--- src/rtl/button_conditioner.sv ---
// -----------------------------------------------------------------------------
// button_conditioner
//
// Purpose:
//   Turns raw, bouncing, asynchronous push-button levels from the board into
//   clean single-cycle command pulses for the alarm-clock mode/adjust FSM.
//   Each button has its own fully independent pipeline:
//     raw pin -> 2-FF synchronizer -> sample-based debouncer -> edge detect
//             -> auto-repeat FSM (IDLE / HOLD / REPEAT)
//   Debounce and repeat timing advance only on i_sample_en strobes from the
//   clock divider. Synchronizers and the edge/pulse registers run every clk,
//   so every pulse output is exactly one clk wide.
//
// Ports:
//   clk              system clock (shared with the display driver)
//   rst              synchronous, active-high reset
//   i_sample_en      one-clk debounce/repeat sample strobe (may be held high)
//   i_btn_raw[N]     asynchronous raw button levels, active-high
//   o_btn_level[N]   debounced button level
//   o_btn_press[N]   one-clk pulse on the debounced rising edge
//   o_btn_release[N] one-clk pulse on the debounced falling edge
//   o_btn_repeat[N]  one-clk auto-repeat pulse while a button is held
//   o_any_press      OR of the press pulses, aligned with o_btn_press
//   o_dbg_rpt_state  repeat FSM state, 2 bits per button
//                    ([2*i+1:2*i] = button i; 0 IDLE, 1 HOLD, 2 REPEAT)
// -----------------------------------------------------------------------------
module button_conditioner #(
  parameter int             N              = 5,
  parameter int             STABLE_SAMPLES = 4,
  parameter int             HOLD_SAMPLES   = 8,
  parameter int             REPEAT_SAMPLES = 3,
  parameter logic [N-1:0]   REPEAT_MASK    = N'(5'b11110)
) (
  input  logic             clk,
  input  logic             rst,
  input  logic             i_sample_en,
  input  logic [N-1:0]     i_btn_raw,
  output logic [N-1:0]     o_btn_level,
  output logic [N-1:0]     o_btn_press,
  output logic [N-1:0]     o_btn_release,
  output logic [N-1:0]     o_btn_repeat,
  output logic             o_any_press,
  output logic [2*N-1:0]   o_dbg_rpt_state
);

  // ---------------------------------------------------------------------------
  // Derived widths and constants
  // ---------------------------------------------------------------------------
  localparam int DB_W   = $clog2(STABLE_SAMPLES + 1);
  localparam int RP_MAX = (HOLD_SAMPLES > REPEAT_SAMPLES) ? HOLD_SAMPLES
                                                          : REPEAT_SAMPLES;
  localparam int RP_W   = $clog2(RP_MAX + 1);

  // Terminal counts: the counter value seen on the sample that completes
  // the interval (the count itself is one behind the sample number).
  localparam logic [DB_W-1:0] DB_LAST   = DB_W'(STABLE_SAMPLES - 1);
  localparam logic [RP_W-1:0] HOLD_LAST = RP_W'(HOLD_SAMPLES - 1);
  localparam logic [RP_W-1:0] RPT_LAST  = RP_W'(REPEAT_SAMPLES - 1);

  // Repeat FSM encoding
  localparam logic [1:0] ST_IDLE   = 2'd0;
  localparam logic [1:0] ST_HOLD   = 2'd1;
  localparam logic [1:0] ST_REPEAT = 2'd2;

  // ---------------------------------------------------------------------------
  // Two-flop synchronizer for the asynchronous pins
  // ---------------------------------------------------------------------------
  logic [N-1:0] r_sync1;
  logic [N-1:0] r_sync2;

  always_ff @(posedge clk) begin
    if (rst) begin
      r_sync1 <= '0;
      r_sync2 <= '0;
    end else begin
      r_sync1 <= i_btn_raw;
      r_sync2 <= r_sync1;
    end
  end

  // Combinational rising-edge flags of all buttons, used for o_any_press
  logic [N-1:0] w_rise;

  // ---------------------------------------------------------------------------
  // Per-button debounce, edge detect and auto-repeat
  // ---------------------------------------------------------------------------
  for (genvar gi = 0; gi < N; gi++) begin : g_btn

    logic            r_level;
    logic [DB_W-1:0] r_db_cnt;
    logic            r_press;
    logic            r_release;
    logic            r_repeat;
    logic [1:0]      r_state;
    logic [RP_W-1:0] r_rp_cnt;

    logic            w_level_next;
    logic [DB_W-1:0] w_db_cnt_next;
    logic            w_rise_b;
    logic            w_fall_b;
    logic [1:0]      w_state_next;
    logic [RP_W-1:0] w_rp_cnt_next;
    logic            w_repeat_next;

    // Debounce: the level only moves after STABLE_SAMPLES consecutive
    // samples that disagree with it; any agreeing sample restarts the count.
    always_comb begin
      w_level_next  = r_level;
      w_db_cnt_next = r_db_cnt;
      if (i_sample_en) begin
        if (r_sync2[gi] == r_level) begin
          w_db_cnt_next = '0;
        end else if (r_db_cnt == DB_LAST) begin
          w_level_next  = ~r_level;
          w_db_cnt_next = '0;
        end else begin
          w_db_cnt_next = r_db_cnt + 1'b1;
        end
      end
    end

    // Edges are taken from the next debounced level so the pulse registers
    // update on the same edge as the level register.
    assign w_rise_b   = w_level_next & ~r_level;
    assign w_fall_b   = ~w_level_next & r_level;
    assign w_rise[gi] = w_rise_b;

    // Auto-repeat FSM. A falling level has priority over everything, so a
    // release that lands on a due repeat sample suppresses that repeat.
    // The press sample moves IDLE->HOLD without being counted. Press and
    // repeat cannot coincide: a press only happens in IDLE, a repeat never.
    always_comb begin
      w_state_next  = r_state;
      w_rp_cnt_next = r_rp_cnt;
      w_repeat_next = 1'b0;
      if (w_fall_b) begin
        w_state_next  = ST_IDLE;
        w_rp_cnt_next = '0;
      end else begin
        case (r_state)
          ST_IDLE: begin
            if (w_rise_b && REPEAT_MASK[gi]) begin
              w_state_next  = ST_HOLD;
              w_rp_cnt_next = '0;
            end
          end
          ST_HOLD: begin
            if (i_sample_en && r_level) begin
              if (r_rp_cnt == HOLD_LAST) begin
                w_repeat_next = 1'b1;
                w_rp_cnt_next = '0;
                w_state_next  = ST_REPEAT;
              end else begin
                w_rp_cnt_next = r_rp_cnt + 1'b1;
              end
            end
          end
          ST_REPEAT: begin
            if (i_sample_en && r_level) begin
              if (r_rp_cnt == RPT_LAST) begin
                w_repeat_next = 1'b1;
                w_rp_cnt_next = '0;
              end else begin
                w_rp_cnt_next = r_rp_cnt + 1'b1;
              end
            end
          end
          default: begin
            w_state_next  = ST_IDLE;
            w_rp_cnt_next = '0;
          end
        endcase
      end
    end

    // Reset wins over everything, including a pending release: all pulse
    // registers clear and the FSM returns to IDLE in the same edge.
    always_ff @(posedge clk) begin
      if (rst) begin
        r_level   <= 1'b0;
        r_db_cnt  <= '0;
        r_press   <= 1'b0;
        r_release <= 1'b0;
        r_repeat  <= 1'b0;
        r_state   <= ST_IDLE;
        r_rp_cnt  <= '0;
      end else begin
        r_level   <= w_level_next;
        r_db_cnt  <= w_db_cnt_next;
        r_press   <= w_rise_b;
        r_release <= w_fall_b;
        r_repeat  <= w_repeat_next;
        r_state   <= w_state_next;
        r_rp_cnt  <= w_rp_cnt_next;
      end
    end

    assign o_btn_level[gi]             = r_level;
    assign o_btn_press[gi]             = r_press;
    assign o_btn_release[gi]           = r_release;
    assign o_btn_repeat[gi]            = r_repeat;
    assign o_dbg_rpt_state[2*gi +: 2]  = r_state;

  end : g_btn

  // ---------------------------------------------------------------------------
  // Aggregate press flag, registered alongside the per-button press pulses
  // ---------------------------------------------------------------------------
  logic r_any_press;

  always_ff @(posedge clk) begin
    if (rst) begin
      r_any_press <= 1'b0;
    end else begin
      r_any_press <= |w_rise;
    end
  end

  assign o_any_press = r_any_press;

endmodule

--- config.mk ---
export PLATFORM = sky130hd
export DESIGN_NAME = button_conditioner
export DESIGN_NICKNAME = d
export VERILOG_FILES = /design/src/rtl/button_conditioner.sv
export SDC_FILE = /design/constraint.sdc
export NUM_CORES = 1
export LEC_CHECK = 0
export ABC_AREA = 1
export CORE_ASPECT_RATIO = 1.75
export CORE_UTILIZATION = 45
export DETAILED_ROUTE_END_ITERATION = 12
export GPL_TIMING_DRIVEN = 0
export MAX_ROUTING_LAYER = met4
export PLACE_DENSITY = 0.75
export SLEW_MARGIN = 10
export SYNTH_ARGS = -nofsm -noshare
export SYNTH_HDL_FRONTEND = slang
export SYNTH_SLANG_ARGS = --single-unit
--- constraint.sdc ---
create_clock -name clk -period 1.9 [get_ports clk]
set_clock_uncertainty 0.05 [all_clocks]
set_input_delay 0.38 -clock clk [delete_from_list [all_inputs] [get_ports clk]]
set_output_delay 0.38 -clock clk [all_outputs]
set_load 0.1 [all_outputs]
==> summary.md <==
| Metric | Value |
|---|---|
| Die area | 0.00868 mm^2 |
| Yosys top cell area share | 0.370 |
| HP Class | reg -> reg |
| Slew @ Worst Pin | 0.555 ns |
| Die Span X | approximately 70 um |
| Fillers | 724 |
| # H-tree levels | 3 |
| Post-synthesis sequential area ratio | 0.370 |
| FF-to-FF setup slack | 0.26 ns |
| Synthesized netlist cell count | 520 |
| Predominant post-synthesis flop cell | dfxtp_1 |
| Worst R2R Start | g_btn[2].r_db_cnt[0]$_SDFFE_PP0P_ |
| Highest Clock Rate | 545 MHz |
| Ys Warns | 0 |
| Post-synth EDFFs | 0 |
| Avg WL per Cell | 11.6 um |
| TNS Setup | 0 ns |
| Worst endpoint required time | 1.47 ns |
| FF+latch count, synth | 69 |
| Vias in the first global route | 3169 |
| Async set-or-reset flop fraction in the synthesized netlist | 0 |
| Diode count | 0 |
| Final Util | 0.574 |
| Post-synth cell types | 32 |
| Max-cap violations | 0 |
| Layout area overhead | 22.4% |
| Max-slew violations | 0 |
| Layout cells sized above 1 | 0.187 |
| Mapped cell area | between 0.003 and 0.004 mm^2 |
| Worst-path clk slew | approximately 0.05 ns |
| Die height | 123 um |
| Post-route clock period utilization | 0.965 |
| Tmin final | 1.83 ns |
| Post-synth top cells | nand2_1 (117), inv_1 (78), dfxtp_1 (69) |
| Worst r2r dst | g_btn[2].r_rp_cnt[3]$_SDFFE_PP0P_ |
| CTS tree | built |
| Final Non-Filler Cells | 663 |
| Core area | approximately 0.008 mm^2 |
| Clock Sinks | between 60 and 70 |
| WL final | 7670 um |
| RSZ-0062 raised after global routing | false |
| Vias per inst | 4.99 |
| Top-count cell post-synth | nand2_1 |
| DR vias | 3306 |
| Min Hold Slack | 0.354 ns |
| Max clock buf depth | 2 |
| Crit path kind | reg -> out |
| GRT Residual Overflow | 0 |
| Residual DRC count | 0 |
| Hold Fails Final Rpt | 0 |
| Placed cell count | 647 |
| Dominant cell type by area after synthesis | dfxtp_1 |
| VDD IR max | ~0.6 mV |
| Synth top area cells | dfxtp_1 (37%), nand2_1 (12%), ha_1 (9.4%) |
| CP max FO | 4 |
| Starting Density | 0.469 |
| IO Count | 39 |
| First-pass GRT wire length | 12800 um |
| Global-route usage over all layers | 0.195 |
| Critical path origin | g_btn[3].r_level$_SDFF_PP0_ |
| Final setup fails | 0 |
| CTS buffer count | 9 |
| Port bufs | 35 |
| Leakage | 2.11 nW |
| Nets@finish | 604 |
| R2R depth | 8 |
| Skew-Pair Late Insertion Delay | 0.33 ns |
| Row cnt | 43 |
| Slew HR | 0.632 |
| CP arrival | 1.40 ns |
| CTS root buffer | clkbuf_16 |
| Power Dens Cells | 1280 mW/mm^2 |
| DRT antenna net count | 0 |
| Total Power | 5.85 mW |
| Syn avg cell area | 7.18 um^2 |
| Gpl congestion | 0.847 |
| Critical path launch point type | flip-flop |
| Worst setup endpoint | o_btn_level[3] |
| Hpwl dp | 5700 um |
| Drt pass-1 iters | 6 |
| Crit. End Element | primary output |
| Largest net degree at the start of global routing | 13 |
| Initial antenna violation count | 0 |
| DR iter-0 viols | 148 |
| Run status | finished clean |
layer usage:
metal	vias up	GRT usage	wire length, um
met1	1496	0.183	3070
met2	79	0.356	4050
met5	-	-	0
met3	22	0.0419	331
li1	1709	-	-
met4	0	0.120	221
state kept, by name, summed over array words and instances, names as in the netlist:
name             count
r_sync1              5
g_btn.r_rp_cnt      16
g_btn.r_db_cnt      15
g_btn.r_state        8
g_btn.r_release      5
g_btn.r_press        5
o_any_press          1
g_btn.r_level        5
g_btn.r_repeat       4
r_sync2              5
report_power, final:
| group | internal [mW] | switching [mW] | total, mW | leakage [nW] |
|---|---|---|---|---|
| Combinational | 0.715 | 1.54 | 2.26 | 1.39 |
| Clock | 1.18 | 0.621 | 1.80 | 0.158 |
| Sequential | 1.63 | 0.153 | 1.78 | 0.564 |
area by class of cell:
type | count | area (um^2) | share of cell area
Multi-Input combinational cell | 339 | 1840 | 0.402
Sequential cell | 69 | 1390 | 0.304
Timing Repair Buffer | 35 | 380 | 0.0832
Inverter | 85 | 319 | 0.0698
Clock buffer | 10 | 239 | 0.0523
Buffer | 29 | 205 | 0.0449
Tap cell | 90 | 113 | 0.0246
Clock inverter | 6 | 86.3 | 0.0189
worst max-delay path: stages (launching register included):
cell and delay [ns]:
dfxtp_1 0.40, buf_4 0.13, clkdlybuf4s15_2 0.54
cells in the final DEF, fill, tap and decap left out, drive strengths merged:
master and count:
ha 28, clkdlybuf4s50 7, clkdlybuf4s15 26, bufinv 2, conb 3, nand2 119
o21bai 4, nor3 15, clkinv 3, xor2 4, dfxtp 69, a211oi 1
nand4 16, buf 29, clkinvlp 1, or2 2, a21oi 24, inv 85
o21ai 12, nand3b 2, clkdlybuf4s18 1, nand3 34, nor2 70, nor4 2
a31oi 2, nor3b 1, clkbuf 11
worst min-delay path by stage:
stage | from | endpoint | slack (ns) | cells after the start
6_report | r_sync1[3]$_SDFF_PP0_ | r_sync2[3]$_SDFF_PP0_ | 0.35 | 2
5_1_grt | r_sync1[0]$_SDFF_PP0_ | r_sync2[0]$_SDFF_PP0_ | 0.38 | 2
4_1_cts | r_sync1[3]$_SDFF_PP0_ | r_sync2[3]$_SDFF_PP0_ | 0.36 | 2
3_5_place_dp | r_sync1[3]$_SDFF_PP0_ | r_sync2[3]$_SDFF_PP0_ | 0.35 | 2
3_3_place_gp | r_sync1[0]$_SDFF_PP0_ | r_sync2[0]$_SDFF_PP0_ | 0.34 | 2
2_1_floorplan | r_sync1[0]$_SDFF_PP0_ | r_sync2[0]$_SDFF_PP0_ | 0.34 | 2
what timing repair did:
action,CTS,global route
setup endpoints to repair,28,1
gates resized for setup,85,1
buffers inserted,0,0
hold buffers,0,0
cloned,0,0
per-stage QoR:
step	setup slack (ns)	cell area, um^2
floorplan	0.0495	3750
global placement	-0.220	4220
detailed placement	-0.213	4220
CTS	0.0532	4570
global route	0.0158	4570
finish	0.0658	4570
cell families after synthesis:
| kind of cell | share of synthesized area |
|---|---|
| xor gates and xnor gates | 0.00938 |
| adders and majority gates | 0.0938 |
| and+or+nand+nor | 0.312 |
| buffers and inverters | 0.140 |
| AOI/OAI and AO/OA | 0.0737 |
| DFF | 0.370 |
| other | 0.00100 |
No activity file was read; power rests on OpenSTA's default activity.
